File: src/rtl/pll_ctrl_pkg.sv
// Shared definitions for the PLL reconfiguration controller: FSM state
// encodings, default timing constants, the divider-code bundle and helpers.
package pll_ctrl_pkg;

  // Default timing, in clkin cycles (clkin is the 50 MHz PLL reference)
  localparam int DEF_RESET_CYCLES  = 16;
  localparam int DEF_STABLE_CYCLES = 8;
  localparam int DEF_LOCK_TIMEOUT  = 50000;

  // FSM state encodings
  localparam logic [1:0] ST_RST  = 2'd0;
  localparam logic [1:0] ST_WAIT = 2'd1;
  localparam logic [1:0] ST_RUN  = 2'd2;
  localparam logic [1:0] ST_FAIL = 2'd3;

  // Raw divider codes driven onto the PLLVR IDSEL/FBDSEL/ODSEL pins
  typedef struct packed {
    logic [5:0] idsel;
    logic [5:0] fbdsel;
    logic [5:0] odsel;
  } div_codes_t;

  // Counter width able to hold 0 .. n-1; never narrower than one bit
  function automatic int cnt_width(input int n);
    if (n > 1) begin
      return $clog2(n);
    end else begin
      return 1;
    end
  endfunction

  // 8-bit increment that sticks at 255 instead of wrapping
  function automatic logic [7:0] sat_inc8(input logic [7:0] v);
    if (v == 8'hFF) begin
      return v;
    end else begin
      return v + 8'd1;
    end
  endfunction

endpackage

File: src/rtl/sync_2ff.sv
// Two-flop synchronizer bringing the asynchronous PLL LOCK into clk_i domain.
module sync_2ff (
  input  logic clk_i,
  input  logic rst_ni,
  input  logic d_i,
  output logic q_o
);

  logic meta_q;
  logic sync_q;

  // Two back-to-back flops; only sync_q is ever consumed downstream
  always_ff @(posedge clk_i or negedge rst_ni) begin
    if (!rst_ni) begin
      meta_q <= 1'b0;
      sync_q <= 1'b0;
    end else begin
      meta_q <= d_i;
      sync_q <= meta_q;
    end
  end

  assign q_o = sync_q;

endmodule

File: src/rtl/pll_reconfig_ctrl.sv
// PLL reconfiguration controller: pulses PLL RESET, waits for a stable LOCK
// with a timeout, reports lock/loss/timeout status and accepts new divider
// codes only while running or after a failed lock attempt.
module pll_reconfig_ctrl
  import pll_ctrl_pkg::*;
#(
  parameter int         RESET_CYCLES  = DEF_RESET_CYCLES,
  parameter int         STABLE_CYCLES = DEF_STABLE_CYCLES,
  parameter int         LOCK_TIMEOUT  = DEF_LOCK_TIMEOUT,
  parameter logic [5:0] INIT_IDSEL    = 6'd0,
  parameter logic [5:0] INIT_FBDSEL   = 6'd0,
  parameter logic [5:0] INIT_ODSEL    = 6'd0
) (
  input  logic       clkin,
  input  logic       rstn,
  input  logic       req_valid,
  output logic       req_ready,
  input  logic [5:0] req_idsel,
  input  logic [5:0] req_fbdsel,
  input  logic [5:0] req_odsel,
  output logic       pll_reset,
  output logic [5:0] idsel,
  output logic [5:0] fbdsel,
  output logic [5:0] odsel,
  input  logic       lock_i,
  output logic       locked,
  output logic       err_timeout,
  output logic       lock_lost,
  output logic [7:0] relock_cnt
);

  localparam int RW = cnt_width(RESET_CYCLES);
  localparam int SW = cnt_width(STABLE_CYCLES);
  localparam int TW = cnt_width(LOCK_TIMEOUT);

  // Terminal counts: each counter stops one short of its parameter
  localparam logic [RW-1:0] RST_LAST    = RW'(RESET_CYCLES - 1);
  localparam logic [SW-1:0] STABLE_LAST = SW'(STABLE_CYCLES - 1);
  localparam logic [TW-1:0] TO_LAST     = TW'(LOCK_TIMEOUT - 1);

  localparam div_codes_t INIT_CODES = '{idsel: INIT_IDSEL, fbdsel: INIT_FBDSEL, odsel: INIT_ODSEL};

  logic [1:0]    state_q, state_d;
  logic [RW-1:0] rst_cnt_q, rst_cnt_d;
  logic [SW-1:0] stable_cnt_q, stable_cnt_d;
  logic [TW-1:0] to_cnt_q, to_cnt_d;
  div_codes_t    codes_q, codes_d;
  logic          lock_lost_q, lock_lost_d;
  logic [7:0]    relock_cnt_q, relock_cnt_d;
  logic          pll_reset_q, locked_q, req_ready_q, err_timeout_q;

  logic       lock_sync_s;
  logic       accept_s;
  logic       lock_done_s;
  div_codes_t req_codes_s;

  sync_2ff u_lock_sync (
    .clk_i  (clkin),
    .rst_ni (rstn),
    .d_i    (lock_i),
    .q_o    (lock_sync_s)
  );

  assign accept_s    = req_valid && req_ready_q;
  assign req_codes_s = '{idsel: req_idsel, fbdsel: req_fbdsel, odsel: req_odsel};
  // The stable-lock run completes on this edge
  assign lock_done_s = lock_sync_s && (stable_cnt_q == STABLE_LAST);

  // Next-state logic: sequencing, counters, code latch and loss bookkeeping
  always_comb begin
    state_d      = state_q;
    rst_cnt_d    = rst_cnt_q;
    stable_cnt_d = stable_cnt_q;
    to_cnt_d     = to_cnt_q;
    codes_d      = codes_q;
    lock_lost_d  = lock_lost_q;
    relock_cnt_d = relock_cnt_q;

    case (state_q)
      ST_RST: begin
        stable_cnt_d = '0;
        to_cnt_d     = '0;
        if (rst_cnt_q == RST_LAST) begin
          state_d   = ST_WAIT;
          rst_cnt_d = '0;
        end else begin
          rst_cnt_d = rst_cnt_q + RW'(1);
        end
      end

      ST_WAIT: begin
        // Any synced-low cycle restarts the stable run
        if (lock_sync_s && !lock_done_s) begin
          stable_cnt_d = stable_cnt_q + SW'(1);
        end else begin
          stable_cnt_d = '0;
        end
        // A lock completing on the timeout edge still counts as a lock
        if (lock_done_s) begin
          state_d = ST_RUN;
        end else if (to_cnt_q == TO_LAST) begin
          state_d = ST_FAIL;
        end else begin
          to_cnt_d = to_cnt_q + TW'(1);
        end
      end

      ST_RUN: begin
        // An accepted request outranks a coincident lock drop
        if (accept_s) begin
          state_d     = ST_RST;
          rst_cnt_d   = '0;
          codes_d     = req_codes_s;
          lock_lost_d = 1'b0;
        end else if (!lock_sync_s) begin
          state_d      = ST_RST;
          rst_cnt_d    = '0;
          lock_lost_d  = 1'b1;
          relock_cnt_d = sat_inc8(relock_cnt_q);
        end else begin
          state_d = ST_RUN;
        end
      end

      ST_FAIL: begin
        if (accept_s) begin
          state_d     = ST_RST;
          rst_cnt_d   = '0;
          codes_d     = req_codes_s;
          lock_lost_d = 1'b0;
        end else begin
          state_d = ST_FAIL;
        end
      end

      default: begin
        state_d   = ST_RST;
        rst_cnt_d = '0;
      end
    endcase
  end

  // State, counters and registered outputs (decoded from the next state)
  always_ff @(posedge clkin or negedge rstn) begin
    if (!rstn) begin
      state_q       <= ST_RST;
      rst_cnt_q     <= '0;
      stable_cnt_q  <= '0;
      to_cnt_q      <= '0;
      codes_q       <= INIT_CODES;
      lock_lost_q   <= 1'b0;
      relock_cnt_q  <= 8'd0;
      pll_reset_q   <= 1'b1;
      locked_q      <= 1'b0;
      req_ready_q   <= 1'b0;
      err_timeout_q <= 1'b0;
    end else begin
      state_q       <= state_d;
      rst_cnt_q     <= rst_cnt_d;
      stable_cnt_q  <= stable_cnt_d;
      to_cnt_q      <= to_cnt_d;
      codes_q       <= codes_d;
      lock_lost_q   <= lock_lost_d;
      relock_cnt_q  <= relock_cnt_d;
      pll_reset_q   <= (state_d == ST_RST);
      locked_q      <= (state_d == ST_RUN);
      req_ready_q   <= (state_d == ST_RUN) || (state_d == ST_FAIL);
      err_timeout_q <= (state_d == ST_FAIL);
    end
  end

  assign pll_reset   = pll_reset_q;
  assign locked      = locked_q;
  assign req_ready   = req_ready_q;
  assign err_timeout = err_timeout_q;
  assign lock_lost   = lock_lost_q;
  assign relock_cnt  = relock_cnt_q;
  assign idsel       = codes_q.idsel;
  assign fbdsel      = codes_q.fbdsel;
  assign odsel       = codes_q.odsel;

endmodule

File: config.mk
export PLATFORM = sky130hd
export DESIGN_NAME = pll_reconfig_ctrl
export DESIGN_NICKNAME = d
export VERILOG_FILES = /design/src/rtl/pll_ctrl_pkg.sv /design/src/rtl/sync_2ff.sv /design/src/rtl/pll_reconfig_ctrl.sv
export SDC_FILE = /design/constraint.sdc
export NUM_CORES = 1
export LEC_CHECK = 0
export CAP_MARGIN = 10
export CORE_MARGIN = 3
export CORE_UTILIZATION = 40
export CTS_BUF_LIST = sky130_fd_sc_hd__clkbuf_16
export DETAILED_ROUTE_END_ITERATION = 6
export DONT_BUFFER_PORTS = 1
export PLACE_DENSITY_LB_ADDON = 0.15
export SLEW_MARGIN = 40
export SYNTH_ARGS = -nofsm -noshare
export SYNTH_HDL_FRONTEND = slang
export SYNTH_SLANG_ARGS = --single-unit
File: constraint.sdc
create_clock -name clkin -period 3 [get_ports clkin]
set_input_delay 0.75 -clock clkin [delete_from_list [all_inputs] [get_ports clkin]]
set_output_delay 0.75 -clock clkin [all_outputs]
set_load 0.02 [all_outputs]
==> results_dict.tcl <==
set metrics [dict create \
    status "completed" \
    start_util_pct 41.8 \
    antenna_left 0 \
    drt_wl_total_mm 5.42 \
    power_density_nw_per_um2 774 \
    postCtsSetupRepairBufs 0 \
    rsz0062_at_grt "no" \
    post-synth-top-area-cell "dfrtp_1" \
    rows 29 \
    synthMuxAreaShare_pct 7.98 \
    grt.met2_usage_pct 22.5 \
    synthArstFlopShare_pct 100 \
    critical_path.max_fanout 11 \
    ys_types 47 \
    finalSetupViolCount 0 \
    syn_inst 252 \
    dieArea_um2 7720 \
    grt_pass1_wl_mm 9.00 \
    routabilityCongestion 0.795 \
    synth_xor_xnor_area_share_pct 2.29 \
    area_growth_pct 13.1 \
    num_vias 1898 \
    core_um2 6420 \
    cts_tree "yes" \
    synth_top_area_share_pct 52.2 \
    layout_common_cells "dfrtp_1, nand2_1, mux2_2, nand3_1, o21ai_0" \
    die_width_um 87.9 \
    synth_top_family_by_area "simple AND/OR/NAND/NOR gates" \
    use_met3_pct 5.17 \
    finalClockSkew_ns 0.00595 \
    synth_fa_ha_area_share_pct 2.33 \
    setup_slack_ns 0.736 \
    cp-end-kind "flip-flop" \
    leakagePower_nw 1.38 \
    dp.final_hpwl_mm 3.65 \
    setup_tns_ns 0 \
    dieHeight_um 87.9 \
    wire_per_inst_um 16.1 \
    crit_path_start "to_cnt_q[6]" \
    final_common_cell "dfrtp_1" \
    grt_max_degree 58 \
    worst_pin_slew_ns 0.734 \
    finalPower_w 0.00235 \
    ys.flop_type "dfrtp_1" \
    min_path_type "in -> async" \
    use_met1_pct 20.8 \
    ios 53 \
    preCtsSetupSlack_ns 0.747 \
    fin_nets 281 \
    io_buffers 0 \
    synthSimpleGateAreaFrac_pct 18.9 \
    holdBufCountCts 0 \
    cts.path.max_buffers 2 \
    first_iter_violations 107 \
    grt_overflow 0 \
    antenna_found_initial 0 \
    slew_headroom_pct 50.8 \
    fmax_ghz 0.442 \
    htreeDepth 3 \
    drive_gt1_share_pct 17.4 \
    root_buffer "clkbuf_16" \
    crit_type "reg -> reg" \
    min_period_ns 2.26 \
    clock-sinks 57 \
    slowest_stage "or4_4" \
    grt_pass1_vias 1837 \
    cts_buffers 9 \
    via_per_inst 5.65 \
    clk_pin_slew_worst_paths_ns 0.05 \
    start_kind "flip-flop" \
    maxCapViolations 0 \
    post_cts_resized 0 \
    yosysWarnings 0 \
    peakVddDrop_uv 506 \
    track_usage_pct 15.3 \
    critical_path.reg2reg.startpoint "to_cnt_q[6]" \
    cp.arrival_ns 2.46 \
    drc_errors 0 \
    synth-edff-count 0 \
    critical_path_required_ns 3.20 \
    synth_compound_area_share_pct 12.5 \
    cp_cell_sequence "or4b_1 -> or4_4 -> nand2_1 -> nor2_1 -> a211o_1" \
    period_share_pct 75.5 \
    seq_area_frac_synth_pct 53.2 \
    clk_latency_ns 0.32 \
    hold_viol 0 \
    slowest_delay_ns 0.58 \
    busiest_layer "met2" \
    syn-cell-area_um2 2680 \
    syn_nets 279 \
    synth_area_leaders "dfrtp_1, mux2_2, nand2_1, nand3_1, o21ai_0" \
    synth_seq_cells 57 \
    synth.avg_cell_area_um2 10.6 \
    maxSlewViolCount 0 \
    num_antenna_cells 0 \
    firstDrtPassIters 6 \
]
worst max-delay path: cells and delay by family, from the launching register on:
family          cells  cell delay (ns)
simple gates        4             1.44
compound gates      1             0.22
flops               1             0.48
where the power goes:
group          leakage (nW)  internal, W  switching [W]
sequential            0.754     0.000884       0.000158
combinational         0.490     0.000152       0.000192
clock                 0.140     0.000632       0.000330
total                  1.38      0.00167       0.000681
synthesized netlist by cell type (2+ instances only):
library cell / instances
a21boi_0: 2
a21o_1: 4
a21oi_1: 12
a22o_1: 2
a31oi_1: 2
and2_1: 2
and3_1: 4
and4_1: 3
clkbuf_1: 10
dfrtp_1: 56
ha_1: 5
inv_1: 5
mux2_2: 19
nand2_1: 35
nand3_1: 14
nand4_1: 9
nor2_1: 10
nor2b_1: 2
nor3_1: 2
o211ai_1: 2
o21ai_0: 13
o311ai_0: 4
o31ai_1: 3
or3_1: 2
or4_1: 2
xnor2_1: 7
layout make-up:
| class | count | area, um^2 |
|---|---|---|
| fill | 603 | 3390 |
| multi-input combinational | 178 | 1180 |
| inverter | 5 | 18.8 |
| tap | 77 | 96.3 |
| sequential | 57 | 1430 |
| clock inverter | 7 | 62.6 |
| timing repair buffer | 3 | 22.5 |
| clock buffer | 9 | 225 |
sequential cells by signal (all words and copies together), names as in the netlist, 3 cells and up:
name,flops
rst_cnt_q,4
stable_cnt_q,3
to_cnt_q,16
fbdsel,6
relock_cnt,8
idsel,6
odsel,6
through the flow:
step / util [%] / cells / hold WS [ns] / instance area [um^2]
floorplan: - / 252 / 0.331 / 2680
global placement: 42.7 / 320 / 0.332 / 2750
detailed placement: 42.7 / 320 / 0.336 / 2750
CTS: 47.2 / 336 / 0.118 / 3030
global route: 47.2 / 336 / 0.110 / 3030
finish: 47.2 / 336 / 0.125 / 3030
logic make-up (layout without fill, tap and decap cells):
family	count (synthesis)	after routing
buf+inv	17	24
fa+ha+maj	5	5
mux	19	19
compound gates	51	51
xor+xnor	7	7
flops	57	57
simple gates	96	96
layer usage:
layer	vias to the layer above	routed length, um
li1	928	-
met1	919	2520
met4	0	59
met3	7	257
met2	44	2580
met5	-	0
path summary, 6_finish.rpt:
check | endpoint | slack [ns] | cells past startpoint
setup / recovery | to_cnt_q[1] | 0.74 | 5
setup reg to reg | to_cnt_q[1] | 0.74 | 5
max in group asynchronous | pll_reset | 2.70 | 0
min in group clkin | u_lock_sync.q_o | 0.34 | 0
hold reg to reg | u_lock_sync.q_o | 0.34 | 0
hold / removal | stable_cnt_q[0] | 0.13 | 0
Power figures use the tool's default switching activity.
